<file path="src/rtl/tcl_vc_arbiter.sv">
`default_nettype none
// ============================================================================
// Module      : tcl_vc_arbiter
// Description : Drains four virtual-channel FIFOs into one destination FIFO
//               with round-robin grants, a hysteresis watermark pause,
//               an init/config sequence and per-VC transfer counters.
// Revision    : 1.0 - initial release
// ============================================================================
module tcl_vc_arbiter #(
  parameter int DATA_W = 12,
  parameter int NUM_VC = 4,
  parameter int CNT_W  = 5
) (
  input  logic              clk,
  input  logic              rst_n,
  input  logic              i_init,
  input  logic [2:0]        i_umbral_alto,
  input  logic [2:0]        i_umbral_bajo,
  input  logic [NUM_VC-1:0] i_fifo_empty,
  input  logic [DATA_W-1:0] i_data_vc0,
  input  logic [DATA_W-1:0] i_data_vc1,
  input  logic [DATA_W-1:0] i_data_vc2,
  input  logic [DATA_W-1:0] i_data_vc3,
  input  logic [3:0]        i_dest_count,
  input  logic              i_req,
  input  logic [2:0]        i_idx,
  output logic [NUM_VC-1:0] o_pop_vc,
  output logic [DATA_W-1:0] o_data_out,
  output logic              o_push_out,
  output logic              o_paused,
  output logic [1:0]        o_state,
  output logic [CNT_W-1:0]  o_counter_out,
  output logic              o_counter_valid
);

  // Pointer width for the four-channel round robin.
  localparam int c_PTR_W = 2;

  typedef enum logic [1:0] {
    ST_RESET  = 2'd0,
    ST_INIT   = 2'd1,
    ST_IDLE   = 2'd2,
    ST_ACTIVE = 2'd3
  } state_t;

  state_t               r_state;
  state_t               w_state_nxt;

  logic [c_PTR_W-1:0]   r_ptr;
  logic [2:0]           r_alto;
  logic [2:0]           r_bajo;
  logic                 r_paused;

  // Grant search results
  logic                 w_pop_en;
  logic                 w_grant_vld;
  logic [c_PTR_W-1:0]   w_grant_idx;
  logic [c_PTR_W-1:0]   w_cand;

  // Pipeline: stage 1 remembers the grant, stage 2 presents the push
  logic                 r_gnt_vld;
  logic [c_PTR_W-1:0]   r_gnt_idx;
  logic                 r_push_out;
  logic [c_PTR_W-1:0]   r_push_idx;
  logic [DATA_W-1:0]    r_data_out;
  logic [DATA_W-1:0]    w_data_sel;

  // Watermark comparisons on the destination occupancy
  logic                 w_pause_set;
  logic                 w_pause_clr;

  // Counters, flattened so the generate loop can own each slice
  logic [NUM_VC*CNT_W-1:0] w_cnt_flat;
  logic [CNT_W-1:0]        w_cnt_sel;
  logic [CNT_W-1:0]        r_counter_out;
  logic                    r_counter_valid;

  // State register.
  always_ff @(posedge clk or negedge rst_n) begin
    if (!rst_n) begin
      r_state <= ST_RESET;
    end else begin
      r_state <= w_state_nxt;
    end
  end

  // Next-state logic; ACTIVE only falls back to IDLE once nothing is in flight.
  always_comb begin
    w_state_nxt = r_state;
    case (r_state)
      ST_RESET: begin
        w_state_nxt = ST_INIT;
      end
      ST_INIT: begin
        if (!i_init) begin
          w_state_nxt = ST_IDLE;
        end
      end
      ST_IDLE: begin
        if (i_init) begin
          w_state_nxt = ST_INIT;
        end else if (~&i_fifo_empty) begin
          w_state_nxt = ST_ACTIVE;
        end
      end
      ST_ACTIVE: begin
        if (i_init) begin
          w_state_nxt = ST_INIT;
        end else if ((&i_fifo_empty) && !r_gnt_vld) begin
          w_state_nxt = ST_IDLE;
        end
      end
      default: begin
        w_state_nxt = ST_RESET;
      end
    endcase
  end

  assign w_pop_en = (r_state == ST_ACTIVE) && !r_paused && !i_init;

  // Round-robin search: first non-empty channel starting at the pointer.
  always_comb begin
    w_grant_vld = 1'b0;
    w_grant_idx = r_ptr;
    w_cand      = r_ptr;
    for (int k = 0; k < NUM_VC; k++) begin
      w_cand = r_ptr + 2'(k);
      if (w_pop_en && !w_grant_vld && !i_fifo_empty[w_cand]) begin
        w_grant_vld = 1'b1;
        w_grant_idx = w_cand;
      end
    end
  end

  // One-hot pop of the granted channel.
  always_comb begin
    o_pop_vc = '0;
    if (w_grant_vld) begin
      o_pop_vc[w_grant_idx] = 1'b1;
    end
  end

  // Pointer moves past the winner; it holds when nobody is granted.
  always_ff @(posedge clk or negedge rst_n) begin
    if (!rst_n) begin
      r_ptr <= '0;
    end else if (w_grant_vld) begin
      r_ptr <= w_grant_idx + 2'd1;
    end
  end

  // Thresholds follow the inputs for the whole configuration phase.
  always_ff @(posedge clk or negedge rst_n) begin
    if (!rst_n) begin
      r_alto <= '0;
      r_bajo <= '0;
    end else if (r_state == ST_INIT) begin
      r_alto <= i_umbral_alto;
      r_bajo <= i_umbral_bajo;
    end
  end

  assign w_pause_set = (i_dest_count >= {1'b0, r_alto});
  assign w_pause_clr = (i_dest_count <= {1'b0, r_bajo});

  // Hysteresis pause; only live once configuration is done, set has priority.
  always_ff @(posedge clk or negedge rst_n) begin
    if (!rst_n) begin
      r_paused <= 1'b0;
    end else if ((r_state == ST_INIT) || (r_state == ST_RESET)) begin
      r_paused <= 1'b0;
    end else if (w_pause_set) begin
      r_paused <= 1'b1;
    end else if (w_pause_clr) begin
      r_paused <= 1'b0;
    end
  end

  // Stage 1: remember which channel was popped; its data arrives next cycle.
  always_ff @(posedge clk or negedge rst_n) begin
    if (!rst_n) begin
      r_gnt_vld <= 1'b0;
      r_gnt_idx <= '0;
    end else begin
      r_gnt_vld <= w_grant_vld;
      r_gnt_idx <= w_grant_idx;
    end
  end

  // Select the read data of the channel popped last cycle.
  always_comb begin
    w_data_sel = i_data_vc0;
    case (r_gnt_idx)
      2'd1:    w_data_sel = i_data_vc1;
      2'd2:    w_data_sel = i_data_vc2;
      2'd3:    w_data_sel = i_data_vc3;
      default: w_data_sel = i_data_vc0;
    endcase
  end

  // Stage 2: present the word; dataOut holds between pushes.
  always_ff @(posedge clk or negedge rst_n) begin
    if (!rst_n) begin
      r_push_out <= 1'b0;
      r_push_idx <= '0;
      r_data_out <= '0;
    end else begin
      r_push_out <= r_gnt_vld;
      if (r_gnt_vld) begin
        r_data_out <= w_data_sel;
        r_push_idx <= r_gnt_idx;
      end
    end
  end

  // Per-channel transfer counters, wrapping naturally at 2**CNT_W.
  for (genvar g = 0; g < NUM_VC; g++) begin : g_cnt
    logic [CNT_W-1:0] r_cnt;

    // Count completed pushes of this channel; cleared while configuring.
    always_ff @(posedge clk or negedge rst_n) begin
      if (!rst_n) begin
        r_cnt <= '0;
      end else if (r_state == ST_INIT) begin
        r_cnt <= '0;
      end else if (r_push_out && (r_push_idx == 2'(g))) begin
        r_cnt <= r_cnt + CNT_W'(1);
      end
    end

    assign w_cnt_flat[g*CNT_W +: CNT_W] = r_cnt;
  end

  assign w_cnt_sel = (i_idx < 3'(NUM_VC)) ? w_cnt_flat[i_idx[1:0]*CNT_W +: CNT_W] : '0;

  // Counter read-back, one cycle after the request; zero when not requested.
  always_ff @(posedge clk or negedge rst_n) begin
    if (!rst_n) begin
      r_counter_out   <= '0;
      r_counter_valid <= 1'b0;
    end else begin
      r_counter_valid <= i_req;
      r_counter_out   <= i_req ? w_cnt_sel : '0;
    end
  end

  assign o_data_out      = r_data_out;
  assign o_push_out      = r_push_out;
  assign o_paused        = r_paused;
  assign o_state         = r_state;
  assign o_counter_out   = r_counter_out;
  assign o_counter_valid = r_counter_valid;

endmodule
`default_nettype wire

</file>
<file path="config.mk">
export PLATFORM = sky130hd
export DESIGN_NAME = tcl_vc_arbiter
export DESIGN_NICKNAME = d
export VERILOG_FILES = /design/src/rtl/tcl_vc_arbiter.sv
export SDC_FILE = /design/constraint.sdc
export NUM_CORES = 1
export LEC_CHECK = 0
export ABC_AREA = 1
export BUFFER_PORTS_ARGS = -buffer_cell sky130_fd_sc_hd__buf_2
export CORE_MARGIN = 4
export CORE_UTILIZATION = 25
export CTS_CLUSTER_SIZE = 24
export DETAILED_ROUTE_END_ITERATION = 8
export GPL_TIMING_DRIVEN = 0
export SYNTH_ARGS = -nofsm -noshare
export SYNTH_HDL_FRONTEND = slang
export SYNTH_SLANG_ARGS = --single-unit
</file>
<file path="constraint.sdc">
create_clock -name clk -period 3.9 [get_ports clk]
set_clock_uncertainty 0.1 [all_clocks]
set_input_delay 0.585 -clock clk [delete_from_list [all_inputs] [get_ports clk]]
set_output_delay 0.585 -clock clk [all_outputs]
set_load 0.02 [all_outputs]
</file>
==> run metrics <==
Slew Limit Headroom=52.2%; PortBufs=94; Reg clk slew, reported paths=0.07 ns; post-CTS sizing=0; XOR/XNOR Fraction of Synth Area=0%; DRC viols=0; share of cells above drive strength 1=24.1%; die width=119 um; status=finished clean; Final period util=73.6%; number of H-tree levels=2; # hold bufs at CTS=0; sequential fraction of the synthesis area=45.1%; Area after DPL=3710 um2; CTS Buf Count=5; Via density=4.49; Setup-failing EPs final=0; number of synthesized flops with an enable pin=0; cells taking the most area after synthesis=dfrtp_1, nand2_1, a21oi_1; first-pass GRT wire length=13.3 mm; die area=14000 um2; CTS tree=built; CP dominant cell by count=nand2_1; mux contribution to synthesized area=0%; worst skew pair latency=about 0.30 ns; hold crit path type=input port to asynchronous set/reset pin; DR pass1 iterations=4; FF-to-FF End=r_ptr[1]; slowest CP cell=dfrtp_1; RSZ-0062 raised after global routing=false; antenna violations before repair=0; Post-Syn Nets=479; worst-case reg-to-reg path depth=15; routability congestion estimate=0.818; R2R Path Start=r_ptr[1]; HPWL after detailed placement=6.13 mm; VDD IR-drop max=228 uV; final critical-path required period=2.87 ns; Slew Limit Fails=0; post-synth top area cell=dfrtp_1; DRT Wirelength=between 7 and 8 mm; Synth Area in Compound Gates=17.5%; CTS root buf=clkbuf_16; largest net degree at the start of global routing=56; Routed Antenna Nets=0; worst-margin pin slew=0.717 ns; FILL cells=1246; Fin Hold WS=around 0.24 ns; row count=40; Leak=around 1.9 nW; clock tree buffer depth=2; WP data required=approximately 3.2 ns; Post-Synthesis Cells=396; pwr/cell area=562 nW/um2; dominant synthesized flop cell=dfrtp_1; synthesized area=between 3000 and 4000 um2; FF-to-FF setup slack=1.91 ns; Setup crit end=o_pop_vc[1]; cells along the critical path=inv_2, nand2_1, nand2_1, nand2_1, nand2_2, nand2_2, nand2_1, nand2_1, nand2_1, nand2_1, nand2_1, nand2_2, inv_1, ha_1, inv_1, nor2_1, buf_2; proportion of netlist area held by the largest area contributor=between 40 and 50%; CP peak stage delay=between 0.4 and 0.5 ns; crit path capture type=primary output; chip height=119 um; Core Region=12000 um2; NumNets Final=just under 600; clock sinks=between 50 and 60; post-CTS setup buffer count=0; Post-synth ARST share=100%; Synth Register Bits=55; crit path max fanout=6; most common cell after layout, fill and taps aside=nand2_1; Arrival @ worst endpoint=2.19 ns; Crit Path Category=flop to primary output; vias in the first global route=2941; max cap viols=0; Yosys warnings=0; Simple-Gate Fraction of Synth Area=23.4%; DR iter-0 viols=106; post-synthesis adder-cell area fraction=5.74%; most frequent cells in the layout=nand2_1, buf_2, dfrtp_1, inv_1, a21oi_1; fmax=roughly 350 MHz; Initial Util=25.5%; post-synth cell types=31; crit path launch type=flop; # IOs=95; Via Count=2895; P&R area growth vs syn=26.2%; fin area=around 3900 um2; final hold vios=0; Total Routing Usage GR=11.5%; total global routing overflow=0; Post-Syn Area per Cell=7.71 um2; setup TNS=0 ns; crit path launch=r_ptr[1]; Ant. Diodes=0; main combinational cell family by area after synthesis=simple AND/OR/NAND/NOR gates; drt wl/cell=12.4 um
[metrics by stage]
stage                     power, W  cells  setup WS [ns]  utilization [%]
final                      0.00217    645           1.03             32.2
after global routing       0.00236    645          0.727             32.2
after CTS                  0.00220    645          0.997             32.2
after detailed placement   0.00173    637           1.05             31.0
after global placement     0.00170    637           1.08             31.0
after floorplan            0.00142    396           1.34                -
[worst max-delay path: cells and delay by family (launching register included)]
kind	cells	cell delay, ns
and+or+nand+nor	12	0.87
adders and majority gates	1	0.15
buffers and inverters	4	0.42
DFF	1	0.44
[power by group]
part,switching (W),internal [W]
Clock,0.000218,0.000239
Sequential,0.000105,0.000701
Combinational,0.000592,0.000311
Total,0.000916,0.00125
[registers in the layout, indices dropped and copies added, names as in the netlist]
| name | flops |
|---|---|
| o_state | 2 |
| o_paused | 1 |
| g_cnt.r_cnt | 20 |
| r_bajo | 3 |
| r_gnt_idx | 2 |
| r_alto | 3 |
| r_gnt_vld | 1 |
| o_counter_out | 5 |
| r_ptr | 2 |
| o_push_out | 1 |
| r_push_idx | 2 |
| o_counter_valid | 1 |
| o_data_out | 12 |
[final cells by class]
class / count / area, um2 / share of cell area [%]
well taps: 147 / 184 / 4.77
multi-input cells: 276 / 1420 / 36.9
clock inverters: 3 / 18.8 / 0.487
plain buffers: 10 / 47.5 / 1.23
inverters: 55 / 206 / 5.36
clock buffers: 5 / 125 / 3.25
flip-flops and latches: 55 / 1380 / 35.7
repair buffers: 94 / 473 / 12.3
[worst min path at each step]
stage | startpoint | to | slack (ns) | cells past startpoint
3_5_place_dp | g_cnt[0].r_cnt[4] | g_cnt[0].r_cnt[4] | 0.36 | 1
3_3_place_gp | g_cnt[0].r_cnt[4] | g_cnt[0].r_cnt[4] | 0.35 | 1
4_1_cts | i_req | o_counter_valid | 0.30 | 1
6_report | rst_n | g_cnt[2].r_cnt[2] | 0.24 | 1
2_1_floorplan | rst_n | g_cnt[0].r_cnt[0] | 0.19 | 0
5_1_grt | i_req | o_counter_valid | 0.30 | 1
[kinds of logic after synthesis]
| group | Yosys count |
|---|---|
| AND/OR/NAND/NOR | 168 |
| AO/OA/AOI/OAI | 94 |
| buffers and inverters | 65 |
| flip-flops | 55 |
| adder cells (fa/ha/maj) | 14 |
[synthesized netlist by cell type (all sizes together) (2+ instances only)]
library cell and number:
a221oi 5, inv 53, clkbuf 7, clkinv 2, nor2 32, buf 3, nor3 8, nand2 104
nand3 20, ha 14, a41oi 7, o21ai 37, dfrtp 55, a211oi 3, a21oi 39
[metal layers]
metal	up-vias	GRT usage (%)	share of wire, %
li1	1502	-	-
met1	1319	13.9	45
met2	66	20.2	49
met3	8	3.25	5.8
met4	0	2.61	0.81
met5	-	0	0
Power figures use the tool's default switching activity.
